`src/rtl/miner_sched_pkg.sv`:
```
// Shared types, constants and job record layout for the miner job scheduler.
package miner_sched_pkg;

    typedef enum logic [2:0] {
        S_IDLE,
        S_LOAD,
        S_RUN,
        S_HALT,
        S_REPORT
    } state_e;

    typedef enum logic [1:0] {
        RES_FOUND        = 2'd0,
        RES_EXHAUSTED    = 2'd1,
        RES_ABORTED      = 2'd2,
        RES_HALT_TIMEOUT = 2'd3
    } res_code_e;

    // core_control bit positions
    localparam int unsigned CTL_RUN           = 0;
    localparam int unsigned CTL_TEST          = 1;
    localparam int unsigned CTL_HALT          = 2;
    localparam int unsigned CTL_PAD_LAST_LSB  = 3;
    localparam int unsigned CTL_PAD_FIRST_LSB = 11;
    localparam int unsigned CTL_W             = 19;

    // core_status bit positions
    localparam int unsigned ST_FOUND   = 0;
    localparam int unsigned ST_RUNNING = 1;
    localparam int unsigned ST_TESTING = 2;

    // Packed job record layout, LSB first: header, difficulty, start, pad, test, budget, id
    localparam int unsigned JOB_HDR_LSB   = 0;
    localparam int unsigned JOB_DIFF_LSB  = 256;
    localparam int unsigned JOB_START_LSB = 512;
    localparam int unsigned JOB_PAD_LSB   = 576;
    localparam int unsigned JOB_TEST_BIT  = 592;
    localparam int unsigned JOB_BUD_LSB   = 593;
    localparam int unsigned JOB_ID_LSB    = 625;
    localparam int unsigned JOB_BASE_W    = 256 + 256 + 64 + 16 + 1 + 32;

    function automatic int unsigned job_rec_w(input int unsigned id_w);
        return JOB_BASE_W + id_w;
    endfunction

endpackage

```
`src/rtl/miner_job_sched_if.sv`:
```
// Job submission and result return bus between the register file and the scheduler.
interface miner_job_sched_if #(
    parameter int unsigned ID_W = 8
);
    logic            job_valid;
    logic            job_ready;
    logic [ID_W-1:0] job_id;
    logic [255:0]    job_header;
    logic [255:0]    job_difficulty;
    logic [63:0]     job_start;
    logic [15:0]     job_pad;
    logic            job_test;
    logic [31:0]     job_budget;
    logic            abort;
    logic            res_valid;
    logic            res_ready;
    logic [ID_W-1:0] res_id;
    logic [1:0]      res_code;
    logic [63:0]     res_nonce;
    logic [31:0]     res_cycles;

    modport master (
        output job_valid, job_id, job_header, job_difficulty, job_start,
               job_pad, job_test, job_budget, abort, res_ready,
        input  job_ready, res_valid, res_id, res_code, res_nonce, res_cycles
    );

    modport slave (
        input  job_valid, job_id, job_header, job_difficulty, job_start,
               job_pad, job_test, job_budget, abort, res_ready,
        output job_ready, res_valid, res_id, res_code, res_nonce, res_cycles
    );
endinterface

```
`src/rtl/miner_job_fifo.sv`:
```
// Synchronous FIFO of packed job records; reset flushes pointers and occupancy.
module miner_job_fifo #(
    parameter int unsigned DEPTH = 4,
    parameter int unsigned W     = 8
) (
    input  logic                    clk,
    input  logic                    rst,
    input  logic                    push,
    input  logic [W-1:0]            wr_data,
    input  logic                    pop,
    output logic [W-1:0]            rd_data,
    output logic                    full,
    output logic                    empty,
    output logic [$clog2(DEPTH):0]  level
);
    localparam int unsigned AW = $clog2(DEPTH);

    logic [W-1:0]  mem_q [DEPTH];
    logic [AW-1:0] wr_ptr_q, wr_ptr_d, rd_ptr_q, rd_ptr_d;
    logic [AW:0]   count_q, count_d;
    logic          do_push, do_pop;

    assign full    = (count_q == (AW+1)'(DEPTH));
    assign empty   = (count_q == '0);
    assign level   = count_q;
    assign rd_data = mem_q[rd_ptr_q];
    assign do_push = push && !full;
    assign do_pop  = pop && !empty;

    // Next pointers and occupancy
    always_comb begin
        wr_ptr_d = wr_ptr_q;
        rd_ptr_d = rd_ptr_q;
        count_d  = count_q;
        if (do_push) wr_ptr_d = wr_ptr_q + AW'(1);
        if (do_pop)  rd_ptr_d = rd_ptr_q + AW'(1);
        case ({do_push, do_pop})
            2'b10:   count_d = count_q + (AW+1)'(1);
            2'b01:   count_d = count_q - (AW+1)'(1);
            default: count_d = count_q;
        endcase
    end

    // Pointer/occupancy registers
    always_ff @(posedge clk) begin
        if (rst) begin
            wr_ptr_q <= '0;
            rd_ptr_q <= '0;
            count_q  <= '0;
        end else begin
            wr_ptr_q <= wr_ptr_d;
            rd_ptr_q <= rd_ptr_d;
            count_q  <= count_d;
        end
    end

    // Storage write; contents need no reset since occupancy gates reads
    always_ff @(posedge clk) begin
        if (do_push) mem_q[wr_ptr_q] <= wr_data;
    end

endmodule

```
`src/rtl/miner_job_sched.sv`:
```
// Autonomous job sequencer for the sha3_256_miner core: queue, load, run, halt, report.
module miner_job_sched
    import miner_sched_pkg::*;
#(
    parameter int unsigned DEPTH    = 4,
    parameter int unsigned ID_W     = 8,
    parameter int unsigned HALT_TMO = 64
) (
    input  logic                   clk,
    input  logic                   rst,
    miner_job_sched_if.slave       bus,
    output logic [255:0]           core_header,
    output logic [255:0]           core_difficulty,
    output logic [63:0]            core_start_nonce,
    output logic [CTL_W-1:0]       core_control,
    input  logic [2:0]             core_status,
    input  logic [63:0]            core_solution,
    output logic                   busy,
    output logic [$clog2(DEPTH):0] level
);
    localparam int unsigned REC_W = job_rec_w(ID_W);
    localparam int unsigned TW    = $clog2(HALT_TMO) + 1;
    localparam logic [TW-1:0] TMO_LAST = TW'(HALT_TMO - 1);

    logic [REC_W-1:0] rec_in, rec_out;
    logic             fifo_pop, fifo_full, fifo_empty;
    logic             found, running, unused_testing;

    state_e           state_q, state_d;
    logic [255:0]     hdr_q, hdr_d, diff_q, diff_d;
    logic [63:0]      start_q, start_d;
    logic [15:0]      pad_q, pad_d;
    logic             test_q, test_d, run_q, run_d, halt_q, halt_d;
    logic [31:0]      budget_q, budget_d, cyc_q, cyc_d;
    logic [TW-1:0]    tmo_q, tmo_d;
    logic             res_valid_q, res_valid_d;
    logic [ID_W-1:0]  res_id_q, res_id_d;
    res_code_e        res_code_q, res_code_d;
    logic [63:0]      res_nonce_q, res_nonce_d;
    logic [31:0]      res_cycles_q, res_cycles_d;

    assign rec_in = {bus.job_id, bus.job_budget, bus.job_test, bus.job_pad,
                     bus.job_start, bus.job_difficulty, bus.job_header};

    miner_job_fifo #(.DEPTH(DEPTH), .W(REC_W)) u_fifo (
        .clk     (clk),
        .rst     (rst),
        .push    (bus.job_valid),
        .wr_data (rec_in),
        .pop     (fifo_pop),
        .rd_data (rec_out),
        .full    (fifo_full),
        .empty   (fifo_empty),
        .level   (level)
    );

    assign found          = core_status[ST_FOUND];
    assign running        = core_status[ST_RUNNING];
    assign unused_testing = core_status[ST_TESTING];

    assign bus.job_ready    = !fifo_full;
    assign bus.res_valid    = res_valid_q;
    assign bus.res_id       = res_id_q;
    assign bus.res_code     = res_code_q;
    assign bus.res_nonce    = res_nonce_q;
    assign bus.res_cycles   = res_cycles_q;
    assign core_header      = hdr_q;
    assign core_difficulty  = diff_q;
    assign core_start_nonce = start_q;
    assign core_control     = {pad_q, halt_q, test_q, run_q};
    assign busy             = (state_q != S_IDLE);

    // Sequencer next-state; control outputs are computed one cycle ahead so they are registered
    always_comb begin
        state_d      = state_q;
        hdr_d        = hdr_q;
        diff_d       = diff_q;
        start_d      = start_q;
        pad_d        = pad_q;
        test_d       = test_q;
        run_d        = run_q;
        halt_d       = halt_q;
        budget_d     = budget_q;
        cyc_d        = cyc_q;
        tmo_d        = tmo_q;
        res_valid_d  = res_valid_q;
        res_id_d     = res_id_q;
        res_code_d   = res_code_q;
        res_nonce_d  = res_nonce_q;
        res_cycles_d = res_cycles_q;
        fifo_pop     = 1'b0;
        case (state_q)
            S_IDLE: begin
                if (!fifo_empty) begin
                    fifo_pop = 1'b1;
                    hdr_d    = rec_out[JOB_HDR_LSB   +: 256];
                    diff_d   = rec_out[JOB_DIFF_LSB  +: 256];
                    start_d  = rec_out[JOB_START_LSB +: 64];
                    pad_d    = rec_out[JOB_PAD_LSB   +: 16];
                    test_d   = rec_out[JOB_TEST_BIT];
                    budget_d = rec_out[JOB_BUD_LSB   +: 32];
                    res_id_d = rec_out[JOB_ID_LSB    +: ID_W];
                    state_d  = S_LOAD;
                end
            end
            S_LOAD: begin
                if (budget_q == '0) begin
                    res_code_d   = RES_EXHAUSTED;
                    res_cycles_d = '0;
                    res_nonce_d  = '0;
                    res_valid_d  = 1'b1;
                    state_d      = S_REPORT;
                end else begin
                    run_d   = 1'b1;
                    cyc_d   = 32'd1;
                    state_d = S_RUN;
                end
            end
            S_RUN: begin
                if (found || bus.abort || (cyc_q == budget_q)) begin
                    res_cycles_d = cyc_q;
                    res_nonce_d  = found ? core_solution : '0;
                    res_code_d   = found ? RES_FOUND : (bus.abort ? RES_ABORTED : RES_EXHAUSTED);
                    run_d        = 1'b0;
                    halt_d       = 1'b1;
                    tmo_d        = '0;
                    state_d      = S_HALT;
                end else begin
                    cyc_d = cyc_q + 32'd1;
                end
            end
            S_HALT: begin
                if (!running) begin
                    halt_d      = 1'b0;
                    res_valid_d = 1'b1;
                    state_d     = S_REPORT;
                end else if (tmo_q == TMO_LAST) begin
                    halt_d      = 1'b0;
                    res_code_d  = RES_HALT_TIMEOUT;
                    res_nonce_d = '0;
                    res_valid_d = 1'b1;
                    state_d     = S_REPORT;
                end else begin
                    tmo_d = tmo_q + TW'(1);
                end
            end
            S_REPORT: begin
                if (bus.res_ready) begin
                    res_valid_d = 1'b0;
                    state_d     = S_IDLE;
                end
            end
            default: state_d = S_IDLE;
        endcase
    end

    // Sequencer state and registered outputs
    always_ff @(posedge clk) begin
        if (rst) begin
            state_q      <= S_IDLE;
            hdr_q        <= '0;
            diff_q       <= '0;
            start_q      <= '0;
            pad_q        <= '0;
            test_q       <= 1'b0;
            run_q        <= 1'b0;
            halt_q       <= 1'b0;
            budget_q     <= '0;
            cyc_q        <= '0;
            tmo_q        <= '0;
            res_valid_q  <= 1'b0;
            res_id_q     <= '0;
            res_code_q   <= RES_FOUND;
            res_nonce_q  <= '0;
            res_cycles_q <= '0;
        end else begin
            state_q      <= state_d;
            hdr_q        <= hdr_d;
            diff_q       <= diff_d;
            start_q      <= start_d;
            pad_q        <= pad_d;
            test_q       <= test_d;
            run_q        <= run_d;
            halt_q       <= halt_d;
            budget_q     <= budget_d;
            cyc_q        <= cyc_d;
            tmo_q        <= tmo_d;
            res_valid_q  <= res_valid_d;
            res_id_q     <= res_id_d;
            res_code_q   <= res_code_d;
            res_nonce_q  <= res_nonce_d;
            res_cycles_q <= res_cycles_d;
        end
    end

endmodule

```
`src/flat_wrapper.sv`:
```
// flat-port wrapper written by rule: the top's interface ports become plain ports
module miner_job_sched_flat import miner_sched_pkg::*;
#(
    parameter int unsigned DEPTH    = 4,
    parameter int unsigned ID_W     = 8,
    parameter int unsigned HALT_TMO = 64
)
  (clk, rst, core_header, core_difficulty, core_start_nonce, core_control, core_status, core_solution, busy, level, bus_job_valid, bus_job_id, bus_job_header, bus_job_difficulty, bus_job_start, bus_job_pad, bus_job_test, bus_job_budget, bus_abort, bus_res_ready, bus_job_ready, bus_res_valid, bus_res_id, bus_res_code, bus_res_nonce, bus_res_cycles);
  miner_job_sched_if #(.ID_W(ID_W)) bus_i ();
  input  logic clk;
  input  logic rst;
  output logic [255:0] core_header;
  output logic [255:0] core_difficulty;
  output logic [63:0] core_start_nonce;
  output logic [CTL_W-1:0] core_control;
  input  logic [2:0] core_status;
  input  logic [63:0] core_solution;
  output logic busy;
  output logic [$clog2(DEPTH):0] level;
  input wire logic [$bits(bus_i.job_valid)-1:0] bus_job_valid;
  input wire logic [$bits(bus_i.job_id)-1:0] bus_job_id;
  input wire logic [$bits(bus_i.job_header)-1:0] bus_job_header;
  input wire logic [$bits(bus_i.job_difficulty)-1:0] bus_job_difficulty;
  input wire logic [$bits(bus_i.job_start)-1:0] bus_job_start;
  input wire logic [$bits(bus_i.job_pad)-1:0] bus_job_pad;
  input wire logic [$bits(bus_i.job_test)-1:0] bus_job_test;
  input wire logic [$bits(bus_i.job_budget)-1:0] bus_job_budget;
  input wire logic [$bits(bus_i.abort)-1:0] bus_abort;
  input wire logic [$bits(bus_i.res_ready)-1:0] bus_res_ready;
  output wire logic [$bits(bus_i.job_ready)-1:0] bus_job_ready;
  output wire logic [$bits(bus_i.res_valid)-1:0] bus_res_valid;
  output wire logic [$bits(bus_i.res_id)-1:0] bus_res_id;
  output wire logic [$bits(bus_i.res_code)-1:0] bus_res_code;
  output wire logic [$bits(bus_i.res_nonce)-1:0] bus_res_nonce;
  output wire logic [$bits(bus_i.res_cycles)-1:0] bus_res_cycles;
  assign bus_i.job_valid = bus_job_valid;
  assign bus_i.job_id = bus_job_id;
  assign bus_i.job_header = bus_job_header;
  assign bus_i.job_difficulty = bus_job_difficulty;
  assign bus_i.job_start = bus_job_start;
  assign bus_i.job_pad = bus_job_pad;
  assign bus_i.job_test = bus_job_test;
  assign bus_i.job_budget = bus_job_budget;
  assign bus_i.abort = bus_abort;
  assign bus_i.res_ready = bus_res_ready;
  assign bus_job_ready = bus_i.job_ready;
  assign bus_res_valid = bus_i.res_valid;
  assign bus_res_id = bus_i.res_id;
  assign bus_res_code = bus_i.res_code;
  assign bus_res_nonce = bus_i.res_nonce;
  assign bus_res_cycles = bus_i.res_cycles;
  miner_job_sched #(.DEPTH(DEPTH), .ID_W(ID_W), .HALT_TMO(HALT_TMO)) u_core (.clk(clk), .rst(rst), .bus(bus_i), .core_header(core_header), .core_difficulty(core_difficulty), .core_start_nonce(core_start_nonce), .core_control(core_control), .core_status(core_status), .core_solution(core_solution), .busy(busy), .level(level));
endmodule
```
`config.mk`:
```
export PLATFORM = sky130hd
export DESIGN_NAME = miner_job_sched_flat
export DESIGN_NICKNAME = d
export VERILOG_FILES = /design/src/rtl/miner_sched_pkg.sv /design/src/rtl/miner_job_sched_if.sv /design/src/rtl/miner_job_fifo.sv /design/src/rtl/miner_job_sched.sv /design/src/flat_wrapper.sv
export SDC_FILE = /design/constraint.sdc
export NUM_CORES = 2
export LEC_CHECK = 0
export ABC_AREA = 1
export CAP_MARGIN = 10
export CELL_PAD_IN_SITES_DETAIL_PLACEMENT = 2
export CELL_PAD_IN_SITES_GLOBAL_PLACEMENT = 2
export CORE_MARGIN = 1
export CORE_UTILIZATION = 36
export CTS_BUF_LIST = sky130_fd_sc_hd__clkbuf_2 sky130_fd_sc_hd__clkbuf_4 sky130_fd_sc_hd__clkbuf_8
export DETAILED_ROUTE_END_ITERATION = 12
export PLACE_DENSITY_LB_ADDON = 0.1
export SETUP_SLACK_MARGIN = 0.1
export SYNTH_ARGS = -nofsm -noshare
export SYNTH_HDL_FRONTEND = slang
export SYNTH_SLANG_ARGS = --single-unit
```
`constraint.sdc`:
```
create_clock -name clk -period 37.3 [get_ports clk]
set_input_delay 7.46 -clock clk [delete_from_list [all_inputs] [get_ports clk]]
set_output_delay 7.46 -clock clk [all_outputs]
set_load 0.03 [all_outputs]
```
After elaboration in Yosys (flattened, before gate mapping):

Memory sizes are Yosys's and may differ from the RTL's. A register that Yosys moved wholly into a read port is not among the register bits.
Cells that the tools add are included.

* register bits after elaboration: 150
* memory bits (writable): 2532
* input bits: 705
* output and inout bits: 707
* logic and storage cells: 110
* memories kept: 1

Memories
* u_core.u_fifo.mem_q: depth 4, bits a word 633, read ports 1, clocked after memory_dff 1, wr ports 1, RTL line miner_job_fifo.sv:18 `logic [W-1:0] mem_q [DEPTH];`

* $add $sub $neg: 6
* eq/ne operators: 19
* mux-type cells: 47
* bitwise gates (word level): 1
* reductions and logical operators: 24

Operators by type and width (count)
* $mux W64: 5
* $pmux W64 S3: 1
* $mux W32: 4
* $pmux W32 S2: 2
* $add A32 B1 Y32 const B: 1
* $eq A32 B32 Y1: 1
* $logic_not A32 Y1: 1
* $mux W7: 3
* $mux W3: 6
* $pmux W3 S5: 1
* $pmux W7 S2: 1
* $mux W1: 13
* $mux W2: 6
* $ne A2 B2 Y1 const B: 6
* $reduce_and A3 Y1: 4
* $reduce_and A4 Y1: 3
* $reduce_bool A3 Y1: 3
* $add A7 B1 Y7 const B: 1
* $eq A7 B6 Y1 const B: 1
* $eq A3 B2 Y1 const B: 2
* $eq A3 B3 Y1 const B: 2
* $logic_not A3 Y1: 2
* $ne A2 B1 Y1 const B: 3
* $pmux W2 S3: 1
* 17 further kinds: 24

Logic depth before layout (Yosys ltp):

* depth after elaboration: 6
* mapped depth: 15
* gate-level depth less buffers: 13

Modules after synthesis:

A second synthesis with hierarchy kept.

* cell total of the unflattened synthesis: 9953
* area total of the unflattened synthesis: 122252.2 sq um

Modules (own cells, without submodules)
* miner_job_fifo: times used 1, cells an instance 6190, area each 93762.4 sq um, seq. area each 76213.1 sq um
* miner_job_sched: times used 1, cells an instance 3763, area each 28489.8 sq um, seq. area each 15534.9 sq um

Worst setup path after synthesis:

Ideal clock, no wire load.

* kind: input-to-reg
* from: input port bus_job_valid
* to: memory u_core.u_fifo.mem_q[0][0] (netlist name), enable pin
* library setup time: 1.649 ns
* data arrival time: 33.852 ns
* required time: 35.651 ns
* setup slack: 1.798 ns
* cell stages on the path: 2
* buffers on the path: 0
* path through: nand2_1 nor2_1

* word-level cells in the longest chain between the ends: 3

RTL lines
* start, declared: RTL line flat_wrapper.sv:20 `input wire logic [$bits(bus_i.job_valid)-1:0] bus_job_valid;`
* $logic_and A1 B1 Y1: RTL line miner_job_fifo.sv:27 `assign do_push = push && !full;`
* $mux W1: RTL line miner_job_fifo.sv:59 `if (do_push) mem_q[wr_ptr_q] <= wr_data;`
* $mux W1 (implied by the code): RTL line miner_job_fifo.sv:59
* end, declared: RTL line miner_job_fifo.sv:18

No other way between the ends.

Worst setup path in the final report:

* from: input port bus_job_valid
* to: memory u_core.u_fifo.mem_q[2][491] (netlist name), enable pin

The elaborated chain is that of the path after synthesis.

==> flow_summary_export.csv <==
group,metric,value,unit
outcome,run_status,"complete, no violations",
floorplan,placement_rows,213,
clock_network,cts.repair_timing.setup_buffer_count,0,
floorplan,top_level_ports,1412,
floorplan,core_area,0.3369,sq mm
critical_path,worst-path-max-fanout,50,
routing,dr.pass1.iters,5,
power,power-per-cell-area,85.43,mW/mm^2
sta,rsz0062_at_grt,"no",
routing,drt-initial-drc-count,4659,
floorplan,dieWidth,584.2,um
sta,finalClockSkew,0.05009,ns
clock_network,ctsHoldBuffers,0,
clock_network,maximum_buffer_depth_of_the_clock_tree,4,
sta,finalSetupViolCount,0,
critical_path,crit_path_start_kind,"input port",
floorplan,dieHeight,584.2,um
layout,mostFrequentLayoutCell,"nor2_1",
yosys,synth_seq_area_share,0.7517,
global_route,first_pass_grt_wire_length,629200,um
critical_path,crit_path_end_kind,"register",
clock_network,cts.htree.levels,6,
yosys,synthCells,9944,
layout,drive_gt1_frac,0.09989,
layout,fillers,33570,
routing,dr_total_vias,85460,
yosys,postSynthAreaPerCell,12.27,sq um
placed_design,place.port_buffers,1410,
floorplan,start_util,0.3622,
sta,maxSlewViolCount,0,
routing,detail_route.vias_per_cell,5.202,
sta,slew_headroom,0.1760,
layout,layout.cells.most_common_list,"nor2_1 (2680), edfxtp_1 (2532), clkdlybuf4s50_1 (1408)",
clock_network,clk_latency,1.16,ns
yosys,cell_taking_the_most_area_after_synthesis,"edfxtp_1",
routing,drt.antenna.violating_nets,0,
critical_path,critical_path_arrival,12.60,ns
clock_network,cts_buffers,583,
sta,final_critical_path_required_period,11.87,ns
global_route,grt_use_total,0.2485,
yosys,synth_warnings,0,
clock_network,path_clk_slew,0.05,ns
global_route,grt_start_max_net_pins,262,
worst_hold_path,hold_class,"register to register",
global_route,grt_antenna_before_repair,216,
yosys,synthDistinctLibCells,39,
floorplan,design.die.area,0.3412,sq mm
yosys,synth_area,0.1220,sq mm
global_route,grt_pass1_vias,93870,
routing,drt_wl_total,437600,um
power,static-leakage-power,51.21,nW
critical_path,worstPathRequired,38.03,ns
routing,wl_per_cell,26.64,um
placed_design,place_hpwl,269100,um
power,fin_total_pwr,12.98,mW
global_route,global_route.overflow_total,0,
yosys,synth.top_cells.by_area,"edfxtp_1 (62%), dfxtp_1 (13%), nor2_1 (8.3%)",
sta,worst_margin_slew,1.236,ns
sta,hold_ws,0.4640,ns
flow_run,cap_violations,0,
power,max-vdd-ir-drop,0.06706,mV
yosys,netlist.area_leader.share,0.6232,
clock_network,ctsRootBufferMaster,"clkbuf_8",
sta,post-route-period-util,0.3183,
yosys,mappedNetlistNets,10660,
clock_network,cts.repair.resized,0,
clock_network,tritoncts,"done",
yosys,ys_seq_elements,3315,
sta,final.setup.tns,0,ns
layout,net_count_final,12060,
critical_path,timing_worst_setup_path_type,"input port to register",
sta,maxClockFrequency,0.08422,GHz
placed_design,gp_routability_congestion,0.8030,
layout,flow.area_growth_from_synthesis,24.52,%
routing,route.detailed.drc,0,
sta,final_report_hold_violation_count,0,
clock_network,clock_sink_count,3315,
## per-layer routing
layer / vias up / share of wire / wire length (um) / global-route usage
li1: 38710 / - / - / -
met2: 2172 / 0.48 / 211500 / 0.4158
met1: 43520 / 0.39 / 169400 / 0.2822
met5: - / 0.0020 / 866 / 0
met4: 126 / 0.050 / 22030 / 0.1315
met3: 933 / 0.077 / 33730 / 0.08078
## synthesized netlist by cell type (all sizes together)
cell	n
or2	2
clkinv	2
edfxtp	2532
clkbuf	415
nand4	9
inv	76
nand3b	5
nand2	253
nand3	110
dfxtp	783
fa	1
nor4	2
xor2	18
ha	7
a31oi	635
nor3	22
and3	1
o21bai	1
nor2	2689
o22ai	1
xnor2	26
o21ai	1930
a21oi	132
o21a	4
buf	287
a22oi	1
## sequential cells by signal (all words and copies together) (netlist names)
signal and count:
u_core.u_fifo.mem_q 2532, u_core.u_fifo.wr_ptr_q 2, u_core.core_difficulty 256, u_core.run_q 1, u_core.u_fifo.level 3, u_core.state_q 3, u_core.u_fifo.rd_ptr_q 2, u_core.bus.res_cycles 32
u_core.test_q 1, u_core.budget_q 32, u_core.bus.res_id 8, u_core.bus.res_nonce 64, u_core.halt_q 1, u_core.tmo_q 7, u_core.pad_q 16, u_core.core_header 256
u_core.bus.res_valid 1, u_core.cyc_q 32, u_core.bus.res_code 2, u_core.core_start_nonce 64
## critical path, stage by stage
cell	delay, ns
clkdlybuf4s50_1	0.47
nand2_1	0.45
nor2_4	1.01
buf_4	0.71
buf_4	0.72
buf_4	0.77
buf_4	0.80
## worst paths after layout
kind / end / cells past startpoint / slack (ns) / from
setup / recovery: u_core.u_fifo.mem_q[2][491]$_DFFE_PP_ / 7 / 25.43 / bus_job_valid
hold / removal: u_core.bus.res_nonce[17]$_SDFFE_PP0P_ / 2 / 0.46 / u_core.bus.res_nonce[17]$_SDFFE_PP0P_
hold reg to reg: u_core.bus.res_nonce[17]$_SDFFE_PP0P_ / 2 / 0.46 / u_core.bus.res_nonce[17]$_SDFFE_PP0P_
setup reg to reg: u_core.u_fifo.mem_q[2][491]$_DFFE_PP_ / 8 / 31.60 / u_core.u_fifo.level[1]$_SDFFE_PP0P_
## cells by family after synthesis
family | count (synthesis) | share of synthesized area
xor gates and xnor gates | 44 | 0.003159
buffers and inverters | 780 | 0.02879
AOI/OAI and AO/OA | 2704 | 0.1180
adders and majority gates | 8 | 0.0008819
and+or+nand+nor | 3093 | 0.09753
DFF | 3315 | 0.7517
## power by group
part | total, mW | internal (mW) | switching (mW)
registers | 5.05 | 4.72 | 0.335
logic | 4.48 | 1.30 | 3.17
clock network | 3.45 | 1.90 | 1.55
total | 13.0 | 7.92 | 5.05
## per-stage QoR
step | instances | util | setup WS [ns] | area, sq um
finish | 16430 | 0.4510 | 25.43 | 151900
global route | 16410 | 0.4508 | 25.22 | 151900
CTS | 16350 | 0.4504 | 25.36 | 151700
detailed placement | 15280 | 0.4147 | 24.10 | 139700
global placement | 15280 | 0.4147 | 24.11 | 139700
floorplan | 9944 | - | 1.798 | 122000
## area by class of cell
cell class,count,area (sq um),share of cell area
diodes,81,202.7,0.001334
clock buffers,926,11120,0.07318
clock inverters,142,893.4,0.005880
inverters,78,315.3,0.002075
multi-input cells,5849,26830,0.1766
flip-flops and latches,3315,91720,0.6037
well taps,4515,5649,0.03718
repair buffers,1523,15190,0.1000
Note: power is estimated with default switching activity, not from simulation.
